### config.mk
export PLATFORM = sky130hd
export DESIGN_NAME = pipe_hazard_ctrl
export DESIGN_NICKNAME = d
export VERILOG_FILES = /design/src/rtl/pipe_hazard_ctrl_pkg.sv /design/src/rtl/pipe_hazard_ctrl_hazard_detect.sv /design/src/rtl/pipe_hazard_ctrl.sv
export SDC_FILE = /design/constraint.sdc
export NUM_CORES = 1
export LEC_CHECK = 0
export BUFFER_PORTS_ARGS = -buffer_cell sky130_fd_sc_hd__clkbuf_2
export CAP_MARGIN = 10
export CORE_AREA = 2 2 39 41
export CTS_CLUSTER_SIZE = 24
export DETAILED_ROUTE_END_ITERATION = 8
export DIE_AREA = 0 0 41 43
export PLACE_DENSITY = 0.74
export SYNTH_ARGS = -nofsm -noshare
export SYNTH_HDL_FRONTEND = slang
export SYNTH_SLANG_ARGS = --single-unit
### constraint.sdc
create_clock -name clk -period 4.5 [get_ports clk]
set_input_delay 0.45 -clock clk [delete_from_list [all_inputs] [get_ports clk]]
set_output_delay 0.45 -clock clk [all_outputs]
set_load 0.02 [all_outputs]
### src/rtl/pipe_hazard_ctrl_pkg.sv
// Shared types for the pipeline hazard sequencer: FSM encoding, fill-port select
// values and the bundle of control outputs driven to the pipeline registers.
package pipe_hazard_ctrl_pkg;

    typedef enum logic [2:0] {
        RUN    = 3'd0,
        IMISS  = 3'd1,
        DMISS  = 3'd2,
        DRAIN  = 3'd3,
        HALTED = 3'd4
    } ctrlState_e;

    localparam logic FILL_I = 1'b0;
    localparam logic FILL_D = 1'b1;

    typedef struct packed {
        logic fillReq;
        logic fillSel;
        logic pcEn;
        logic ifidEn;
        logic ifidFlush;
        logic idexEn;
        logic idexFlush;
        logic exmemEn;
        logic memwbEn;
        logic halted;
    } ctrlOut_t;

    localparam ctrlOut_t CTRL_RUN = '{
        fillReq: 1'b0, fillSel: FILL_I, pcEn: 1'b1, ifidEn: 1'b1, ifidFlush: 1'b0,
        idexEn: 1'b1, idexFlush: 1'b0, exmemEn: 1'b1, memwbEn: 1'b1, halted: 1'b0
    };

    localparam ctrlOut_t CTRL_FROZEN = '{
        fillReq: 1'b0, fillSel: FILL_I, pcEn: 1'b0, ifidEn: 1'b0, ifidFlush: 1'b0,
        idexEn: 1'b0, idexFlush: 1'b0, exmemEn: 1'b0, memwbEn: 1'b0, halted: 1'b0
    };

    // Hold PC and IF/ID, feed a bubble into EX; EX/MEM/WB keep moving.
    function automatic ctrlOut_t frontStall(input ctrlOut_t base);
        ctrlOut_t o;
        o           = base;
        o.pcEn      = 1'b0;
        o.ifidEn    = 1'b0;
        o.idexFlush = 1'b1;
        return o;
    endfunction

endpackage

### src/rtl/pipe_hazard_ctrl_hazard_detect.sv
// Load-use hazard detection: a load in EX whose destination is read by the
// instruction in ID. Register 0 is hard-wired and never creates a hazard.
module pipe_hazard_ctrl_hazard_detect #(
    parameter int REG_W = 4
) (
    input  logic [REG_W-1:0] srcReg1,
    input  logic [REG_W-1:0] srcReg2,
    input  logic             use1,
    input  logic             use2,
    input  logic             exMemRead,
    input  logic [REG_W-1:0] exDstReg,
    output logic             loadUse
);

    logic hit1;
    logic hit2;

    assign hit1    = use1 && (srcReg1 == exDstReg);
    assign hit2    = use2 && (srcReg2 == exDstReg);
    assign loadUse = exMemRead && (exDstReg != '0) && (hit1 || hit2);

endmodule

### src/rtl/pipe_hazard_ctrl.sv
// Central sequencer for the five-stage pipeline: stalls, flushes, fill-port
// arbitration and halt draining. Define PIPE_HAZARD_PERF_EN to add stall_cnt.
module pipe_hazard_ctrl
    import pipe_hazard_ctrl_pkg::*;
#(
    parameter int REG_W = 4,
    parameter int CNT_W = 16
) (
    input  logic             clk,
    input  logic             rst,
    input  logic [REG_W-1:0] id_SrcReg1,
    input  logic [REG_W-1:0] id_SrcReg2,
    input  logic             id_use1,
    input  logic             id_use2,
    input  logic             id_hlt,
    input  logic             br_taken,
    input  logic             ex_MemRead,
    input  logic [REG_W-1:0] ex_DstReg,
    input  logic             wb_hlt,
    input  logic             i_miss,
    input  logic             d_miss,
    input  logic             fill_done,
    output logic             fill_req,
    output logic             fill_sel,
    output logic             pc_en,
    output logic             ifid_en,
    output logic             ifid_flush,
    output logic             idex_en,
    output logic             idex_flush,
    output logic             exmem_en,
    output logic             memwb_en,
`ifdef PIPE_HAZARD_PERF_EN
    output logic [CNT_W-1:0] stall_cnt,
`endif
    output logic             halted
);

    if (CNT_W < 1) begin : gCntWidthCheck
        $error("CNT_W must be at least 1");
    end

    ctrlState_e state;
    logic       haltPend;
    logic       loadUse;
    ctrlOut_t   ctrl;

    pipe_hazard_ctrl_hazard_detect #(
        .REG_W(REG_W)
    ) uHazard (
        .srcReg1   (id_SrcReg1),
        .srcReg2   (id_SrcReg2),
        .use1      (id_use1),
        .use2      (id_use2),
        .exMemRead (ex_MemRead),
        .exDstReg  (ex_DstReg),
        .loadUse   (loadUse)
    );

    // NOTE: non-blocking assignments so every flop samples pre-edge values.
    always_ff @(posedge clk or negedge rst) begin
        if (!rst) begin
            state    <= RUN;
            haltPend <= 1'b0;
        end else begin
            case (state)
                RUN: begin
                    if (d_miss) begin
                        state <= DMISS;
                    end else if (i_miss) begin
                        state <= IMISS;
                    end else if (id_hlt && !loadUse) begin
                        state    <= DRAIN;
                        haltPend <= 1'b1;
                    end
                end
                // A concurrent D miss aborts the I fill; the I miss is re-seen from RUN.
                IMISS: begin
                    if (d_miss) begin
                        state <= DMISS;
                    end else if (fill_done) begin
                        state <= RUN;
                    end
                end
                DMISS: begin
                    if (fill_done) begin
                        state <= haltPend ? DRAIN : RUN;
                    end
                end
                DRAIN: begin
                    if (d_miss) begin
                        state <= DMISS;
                    end else if (wb_hlt) begin
                        state <= HALTED;
                    end
                end
                HALTED: state <= HALTED;
                default: state <= RUN;
            endcase
        end
    end

    // NOTE: ctrl gets a full default before the case so no latch is inferred.
    always_comb begin
        ctrl = CTRL_RUN;
        case (state)
            RUN: begin
                if (loadUse) begin
                    ctrl = frontStall(CTRL_RUN);
                end else if (br_taken) begin
                    ctrl.ifidFlush = 1'b1;
                end else if (id_hlt) begin
                    ctrl.pcEn      = 1'b0;
                    ctrl.ifidFlush = 1'b1;
                end
            end
            IMISS: begin
                ctrl         = frontStall(CTRL_RUN);
                ctrl.fillReq = 1'b1;
                ctrl.fillSel = FILL_I;
            end
            DMISS: begin
                ctrl         = CTRL_FROZEN;
                ctrl.fillReq = 1'b1;
                ctrl.fillSel = FILL_D;
            end
            DRAIN: ctrl = frontStall(CTRL_RUN);
            HALTED: begin
                ctrl        = CTRL_FROZEN;
                ctrl.halted = 1'b1;
            end
            default: ctrl = CTRL_RUN;
        endcase
    end

    assign fill_req   = ctrl.fillReq;
    assign fill_sel   = ctrl.fillSel;
    assign pc_en      = ctrl.pcEn;
    assign ifid_en    = ctrl.ifidEn;
    assign ifid_flush = ctrl.ifidFlush;
    assign idex_en    = ctrl.idexEn;
    assign idex_flush = ctrl.idexFlush;
    assign exmem_en   = ctrl.exmemEn;
    assign memwb_en   = ctrl.memwbEn;
    assign halted     = ctrl.halted;

`ifdef PIPE_HAZARD_PERF_EN
    logic [CNT_W-1:0] stallCnt;

    // Counts cycles the PC is held; saturates rather than wrapping.
    always_ff @(posedge clk or negedge rst) begin
        if (!rst) begin
            stallCnt <= '0;
        end else if (!ctrl.pcEn && (state != HALTED) && (stallCnt != '1)) begin
            stallCnt <= stallCnt + {{(CNT_W-1){1'b0}}, 1'b1};
        end
    end

    assign stall_cnt = stallCnt;
`endif

endmodule

==> summary.md, run 1 <==
| Metric | Value |
|---|---|
| Post-cts resize count | 0 |
| RSZ-0062 raised after global routing | no |
| Setup Buffers After CTS | 0 |
| Gpl congestion | 0.823 |
| P&R area growth vs syn | 32.4% |
| CTS clock-pin slew for the worst setup and hold paths | ~0.040 ns |
| Final worst path period share | between 40% and 50% |
| Initial Utilization | 37.4% |
| Final Max Slew Viols | 0 |
| Total number of vias | roughly 560 |
| Die X | approximately 40 µm |
| Final nets | 120 |
| Distinct cells, synth | 32 |
| M1 WL | between 400 and 500 µm |
| Area of the multi-input gates | 372 µm² |
| DP Wirelength | 950 µm |
| Synth Instances | between 60 and 70 |
| Met2 WL post-DR | around 550 µm |
| Vias/cell | 5.05 |
| Worst-margin pin slew | 0.370 ns |
| Post-CTS Hold Buffers | 0 |
| Hold Fails Final Rpt | 0 |
| Number of CTS-inserted buffers | 3 |
| Clock root cell | clkbuf_4 |
| Status | finished, final reports clean |
| Ant diodes | 0 |
| Largest net degree at the start of global routing | 13 |
| Pre-CTS WS | ~2.4 ns |
| Port bufs | 32 |
| Syn Std Cell Area | approximately 520 µm² |
| FF+latch count, synth | 4 |
| Power density over the cells | approximately 580 nW/µm² |
| Syn nets | 88 |
| Max-Cap Viols | 0 |
| Clock latency on the worst-skew pair | ~0.23 ns |
| Worst setup EP type | output pin |
| Most common cell after layout, fill and taps aside | clkbuf_2 |
| Global Route Usage Sum | a little over an eighth |
| Highest Signal Layer | met4 |
| Fmax achieved | approximately 0.48 GHz |
| Setup TNS Final | 0 ns |
| Worst vdd rail ir drop | about 0.28 mV |
| Drt initial violations | 11 |
| Leakage Power | approximately 0.00033 µW |
| Slew headroom | 75.4% |
| CP Data Required Time | around 4 ns |
| # rows | 14 |
| # IOs | 33 |
| Clock buffer depth | 2 |
| Reg area | 100 µm² |
| Vias in the first global route | 470 |
| Worst Slack Setup Final | ~2.4 ns |
| Detail Route met3 WL | roughly 110 µm |
| Final Critical Period | between 2 and 2.5 ns |
| Avg Cell Area, Syn | around 8.0 µm² |
| 1st-pass router iterations | 4 |
| Drt total wl | roughly 1200 µm |
| Drt wl/cell | 10.5 µm |
| Antenna violations before repair | 0 |
| CP max FO | 5 |
| Final ANT Viol Nets | 0 |
| WP data arrival | between 1.5 and 2 ns |
| Die ar. | approximately 1800 µm² |
| Fillers | 134 |
| Worst hold path type | in2async |
| GRT Residual Overflow | 0 |
| Crit Path Class | in2out |
| Most frequent cells in the layout | clkbuf_2, xnor2_1, nor2_1 |
| Core Area | between 1000 and 1500 µm² |
| Clock Skew | roughly 0.00019 ns |
| Post-route DRC violation count | 0 |
| CTS Sinks | 4 |
| First-pass GRT wire length | around 1600 µm |
| Fraction of layout cells with a size suffix above 1 | between 40% and 50% |
| H-Tree Depth | 1 |
| Synth Warn # | 0 |
| Die Y-Extent | 43 µm |
| # setup viols final | 0 |
| CTS tree | built |
| Seq/Total Area, Yosys | 19.3% |
| CP Launch Type | input pin |
routing by layer:
layer | vias to the layer above | global-route usage [%]
met2 | 26 | 23.8
li1 | 290 | -
met5 | - | 0
met3 | 2 | 3.14
met4 | 0 | 8.00
met1 | 243 | 13.4
area by class of cell:
| cell class | instances | share of cell area, % |
|---|---|---|
| Sequential cell | 4 | 14.6 |
| Timing Repair Buffer | 32 | 23.4 |
| Tap cell | 16 | 2.92 |
| Inverter | 3 | 1.64 |
| Multi-Input combinational cell | 53 | 54.2 |
| Clock buffer | 3 | 3.28 |
per-stage QoR:
stage	utilization, %	total power [µW]	cells	hold slack (ns)	cell area, µm²
final	49.5	395	111	0.0141	686
after global routing	49.5	427	111	0.00650	686
after CTS	49.5	401	111	0.00565	686
after detailed placement	47.9	355	108	0.257	663
after global placement	47.9	352	108	0.257	663
after floorplan	-	301	65	0.154	518
path summary, 6_finish.rpt:
| path | endpoint | slack (ns) | start | depth (start not counted) |
|---|---|---|---|---|
| setup / recovery | pc_en | 2.40 | ex_DstReg[1] | 7 |
| hold / removal | state[1]$_DFFE_PN0P_ | 0.01 | rst | 1 |
| setup reg to reg | state[1]$_DFFE_PN0P_ | 2.79 | state[1]$_DFFE_PN0P_ | 5 |
| hold reg to reg | haltPend$_DFFE_PN0P_ | 0.54 | haltPend$_DFFE_PN0P_ | 1 |
| max in group asynchronous | haltPend$_DFFE_PN0P_ | 4.37 | rst | 1 |
| min in group clk | haltPend$_DFFE_PN0P_ | 0.48 | id_hlt | 2 |
power by group:
part,internal [µW],switching [µW]
clock,29.8,13.7
combinational,114,150
sequential,50.6,37.2
sequential cells by signal, summed over array words and instances (netlist names):
signal	flops
state	3
haltPend	1
cell families (layout without fill, tap and decap cells):
kind of cell | after synthesis | in the layout | synth area share, %
simple gates | 27 | 27 | 29.5
compound gates | 17 | 17 | 26.6
xor+xnor | 8 | 8 | 13.5
buf+inv | 8 | 38 | 8.94
flops | 4 | 4 | 19.3
mux | 1 | 1 | 2.17
worst max-delay path, cell delays in order:
cell and delay, ns:
clkbuf_2 0.11, o41a_1 0.43, nand3_1 0.11, o22a_4 0.17, nand2_2 0.07, o21ai_1 0.13, clkbuf_2 0.18
cell usage after synthesis, drive strengths merged:
cell type	number	area share, %
or2	2	2.4
o32ai	1	1.7
o32a	1	1.9
a21o	2	2.9
xnor2	8	14
nand2	5	4.1
o41a	1	2.2
nor3	3	3.9
nand3	4	3.9
mux2	1	2.2
o31ai	1	1.4
a31oi	2	2.4
o22a	1	3.4
a31o	1	1.7
a21oi	3	2.9
nand2b	3	3.6
o22ai	1	1.2
o221ai	1	2.9
nor2	6	4.3
dfrtp	4	19
o21ai	2	1.9
and3	1	1.2
or2b	1	2.2
inv	3	2.2
buf	5	6.8
nor3b	2	3.9
No activity file was read; power rests on OpenSTA's default activity.
==> run 2: changes to the inputs <==
--- a/config.mk
+++ b/config.mk
@@ -7,11 +7,11 @@
 export LEC_CHECK = 0
 export BUFFER_PORTS_ARGS = -buffer_cell sky130_fd_sc_hd__clkbuf_2
 export CAP_MARGIN = 10
-export CORE_AREA = 2 2 39 41
+export CORE_MARGIN = 1.5
+export CORE_UTILIZATION = 36
 export CTS_CLUSTER_SIZE = 24
 export DETAILED_ROUTE_END_ITERATION = 8
-export DIE_AREA = 0 0 41 43
-export PLACE_DENSITY = 0.74
+export PLACE_DENSITY = 0.72
 export SYNTH_ARGS = -nofsm -noshare
 export SYNTH_HDL_FRONTEND = slang
 export SYNTH_SLANG_ARGS = --single-unit
==> constraint.sdc (replaced) <==
create_clock -name clk -period 1.7 [get_ports clk]
set_input_delay 0.17 -clock clk [delete_from_list [all_inputs] [get_ports clk]]
set_output_delay 0.17 -clock clk [all_outputs]
set_load 0.02 [all_outputs]
==> summary.md, run 2 (synthesized netlist as in run 1, its figures left out) <==
| Metric | Value |
|---|---|
| Status | finished, final reports clean |
| Final nets | 123 (+2.5%) |
| Slew headroom | 75.9% (+0.58 points) |
| # setup viols final | 0 (unchanged) |
| CP max stage cell | dfrtp_1 |
| Combinational fraction of design power | 70.9% (+4.1 points) |
| Setup TNS Final | 0 ns (unchanged) |
| Vias in the first global route | 527 (+12%) |
| Number of CTS-inserted buffers | 3 (unchanged) |
| P_int | 537 µW (+180%) |
| Final worst path period share | roughly 90% |
| Drt wl/cell | 11.2 µm (+6.7%) |
| First-pass GRT wire length | 1930 µm (+17%) |
| CP Cell Sequence | nor3_2 -> nand2_2 -> o21ai_1 -> clkbuf_2 |
| CP max FO | 12 (+7) |
| Leakage Power | 0.000344 µW (+4.3%) |
| CTS Sinks | 4 (unchanged) |
| Clock latency on the worst-skew pair | 0.23 ns (about the same) |
| Drt total wl | 1260 µm (+8.6%) |
| Total number of vias | 574 (+2.3%) |
| Power density over the cells | 1520 nW/µm² (+160%) |
| Final Max Slew Viols | 0 (unchanged) |
| Crit-path max cell delay | 0.50 ns (+0.07 ns) |
| WP buf/inv | 1 (-1) |
| Clock Skew | 0.000563 ns (+0.000378 ns) |
| Die ar. | 1680 µm² (-5.0%) |
| Largest reg by FF count | state |
| Placed cell areas | 677 µm² (+2.1%) |
| Initial Utilization | 39.3% (+1.9 points) |
| Drt initial violations | 9 (-2) |
| Met2 WL post-DR | 690 µm (+26%) |
| DP Wirelength | 1030 µm (+8.3%) |
| Most frequent cells in the layout | clkbuf_2, xnor2_1, nor2_1 |
| Crit Path Class | reg2out |
| Worst vdd rail ir drop | 0.710 mV (+160%) |
| Net Sw Frac | 50.1% (-0.67 points) |
| WP data arrival | 1.41 ns (-0.24 ns) |
| Post-cts resize count | 0 (unchanged) |
| Clock buffer depth | 2 (unchanged) |
| Max FFs per register | 3 (unchanged) |
| # rows | 13 (-1) |
| Die X | 40.9 µm (-0.17%) |
| Delay-heaviest family, CP | flip-flops |
| Detail Route met3 WL | 70 µm (-35%) |
| Post-route DRC violation count | 0 (unchanged) |
| CP Data Required Time | 1.53 ns (-2.52 ns) |
| P&R area growth vs syn | 37.0% |
| Fmax achieved | ~0.63 GHz |
| Final Critical Period | about 1.6 ns |
| M1 WL | 503 µm (+2.4%) |
| Vias/cell | 5.08 (+0.51%) |
| Worst-margin pin slew | 0.361 ns (-0.00869 ns) |
| Fraction of layout cells with a size suffix above 1 | 45.9% (+0.66 points) |
| 1st-pass router iterations | 4 (unchanged) |
| Antenna violations before repair | 0 (unchanged) |
| Gpl congestion | 0.848 (+3.1%) |
| Die Y-Extent | 40.9 µm (-4.8%) |
| CTS clock-pin slew for the worst setup and hold paths | 0.04 ns (about the same) |
| Ant diodes | 0 (unchanged) |
| Port bufs | 32 (unchanged) |
| Biggest regs | state (3), haltPend (1) |
| Clock root cell | clkbuf_4 |
| Final Instance Area | 709 µm² (+3.5%) |
| Global Route Usage Sum | 17.1% (+3.4 points) |
| Worst setup EP type | output pin |
| Fillers | 131 (-2.2%) |
| Most common cell after layout, fill and taps aside | clkbuf_2 |
| Max-Cap Viols | 0 (unchanged) |
| RSZ-0062 raised after global routing | no |
| Hold Fails Final Rpt | 0 (unchanged) |
| Highest Signal Layer | met3 |
| # IOs | 33 (unchanged) |
| CTS tree | built |
| H-Tree Depth | 1 (unchanged) |
| CP Launch Type | register |
| Largest net degree at the start of global routing | 13 (unchanged) |
| NetSw | 539 µW (+170%) |
| Worst hold path type | in2reg |
| Part of the power in registers | 18.5% (-3.7 points) |
| Final ANT Viol Nets | 0 (unchanged) |
| Core Area | 1320 µm² (-4.8%) |
| GRT Residual Overflow | 0 (unchanged) |
| Clock share of power | 10.6% (-0.4 points) |
| Layout Utilization | 53.8% (+4.3 points) |
-- run 2: cell count changes in the layout (fill, tap and decap cells not counted), sizes merged --
cell         previous run  this run
dlygate4sd3             0         1
buf                     0         2
-- run 2: final timing paths --
path                                      start                    to  slack, ns  cells past startpoint
setup / recovery           state[0]$_DFFE_PN0P_                 pc_en       0.12                      4
hold / removal                           id_hlt  haltPend$_DFFE_PN0P_       0.22                      2
setup reg to reg           state[0]$_DFFE_PN0P_  state[1]$_DFFE_PN0P_       0.20                      5
hold reg to reg            haltPend$_DFFE_PN0P_  haltPend$_DFFE_PN0P_       0.54                      1
max in group asynchronous                   rst  state[2]$_DFFE_PN0P_       1.29                      2
min in group asynchronous                   rst  state[0]$_DFFE_PN0P_       0.29                      2
-- run 2: power groups by stage --
stage | registers [µW] | clock network, µW | logic (µW)
after floorplan | 163 | 0 | 635
after global placement | 199 | 0 | 760
after detailed placement | 199 | 0 | 765
after CTS | 197 | 121 | 769
after global routing | 208 | 124 | 854
final | 199 | 114 | 763
-- run 2: metrics by stage --
step           total power [µW]  setup slack, ns  hold slack [ns]  instances
2_1_floorplan               797            0.287           -0.126         65
3_3_place_gp                959            0.184          -0.0239        109
3_5_place_dp                963            0.137          -0.0232        109
4_1_cts                    1090            0.116            0.213        113
5_1_grt                    1190           0.0474            0.223        113
6_report                   1080            0.124            0.220        113
-- run 2: metal layers --
layer,vias up,GRT usage [%]
li1,298,-
met1,258,19.3
met2,18,32.0
met3,0,0.543
met4,0,8.33
met5,-,0
-- run 2: cell type report --
class / instances / area [µm²] / area share [%]
Tap cell: 15 / 18.8 / 2.65
Sequential cell: 4 / 100 / 14.1
Timing Repair Buffer: 35 / 185 / 26.1
Inverter: 3 / 11.3 / 1.59
Clock buffer: 3 / 22.5 / 3.17
Multi-Input combinational cell: 53 / 372 / 52.4
-- run 2: repair_timing --
item | 4_1_cts | 5_1_grt
setup endpoints to repair | 0 | 0
buffers inserted | 0 | 0
endpoints found under the hold margin | 4 | 0
hold buffers | 1 | 0
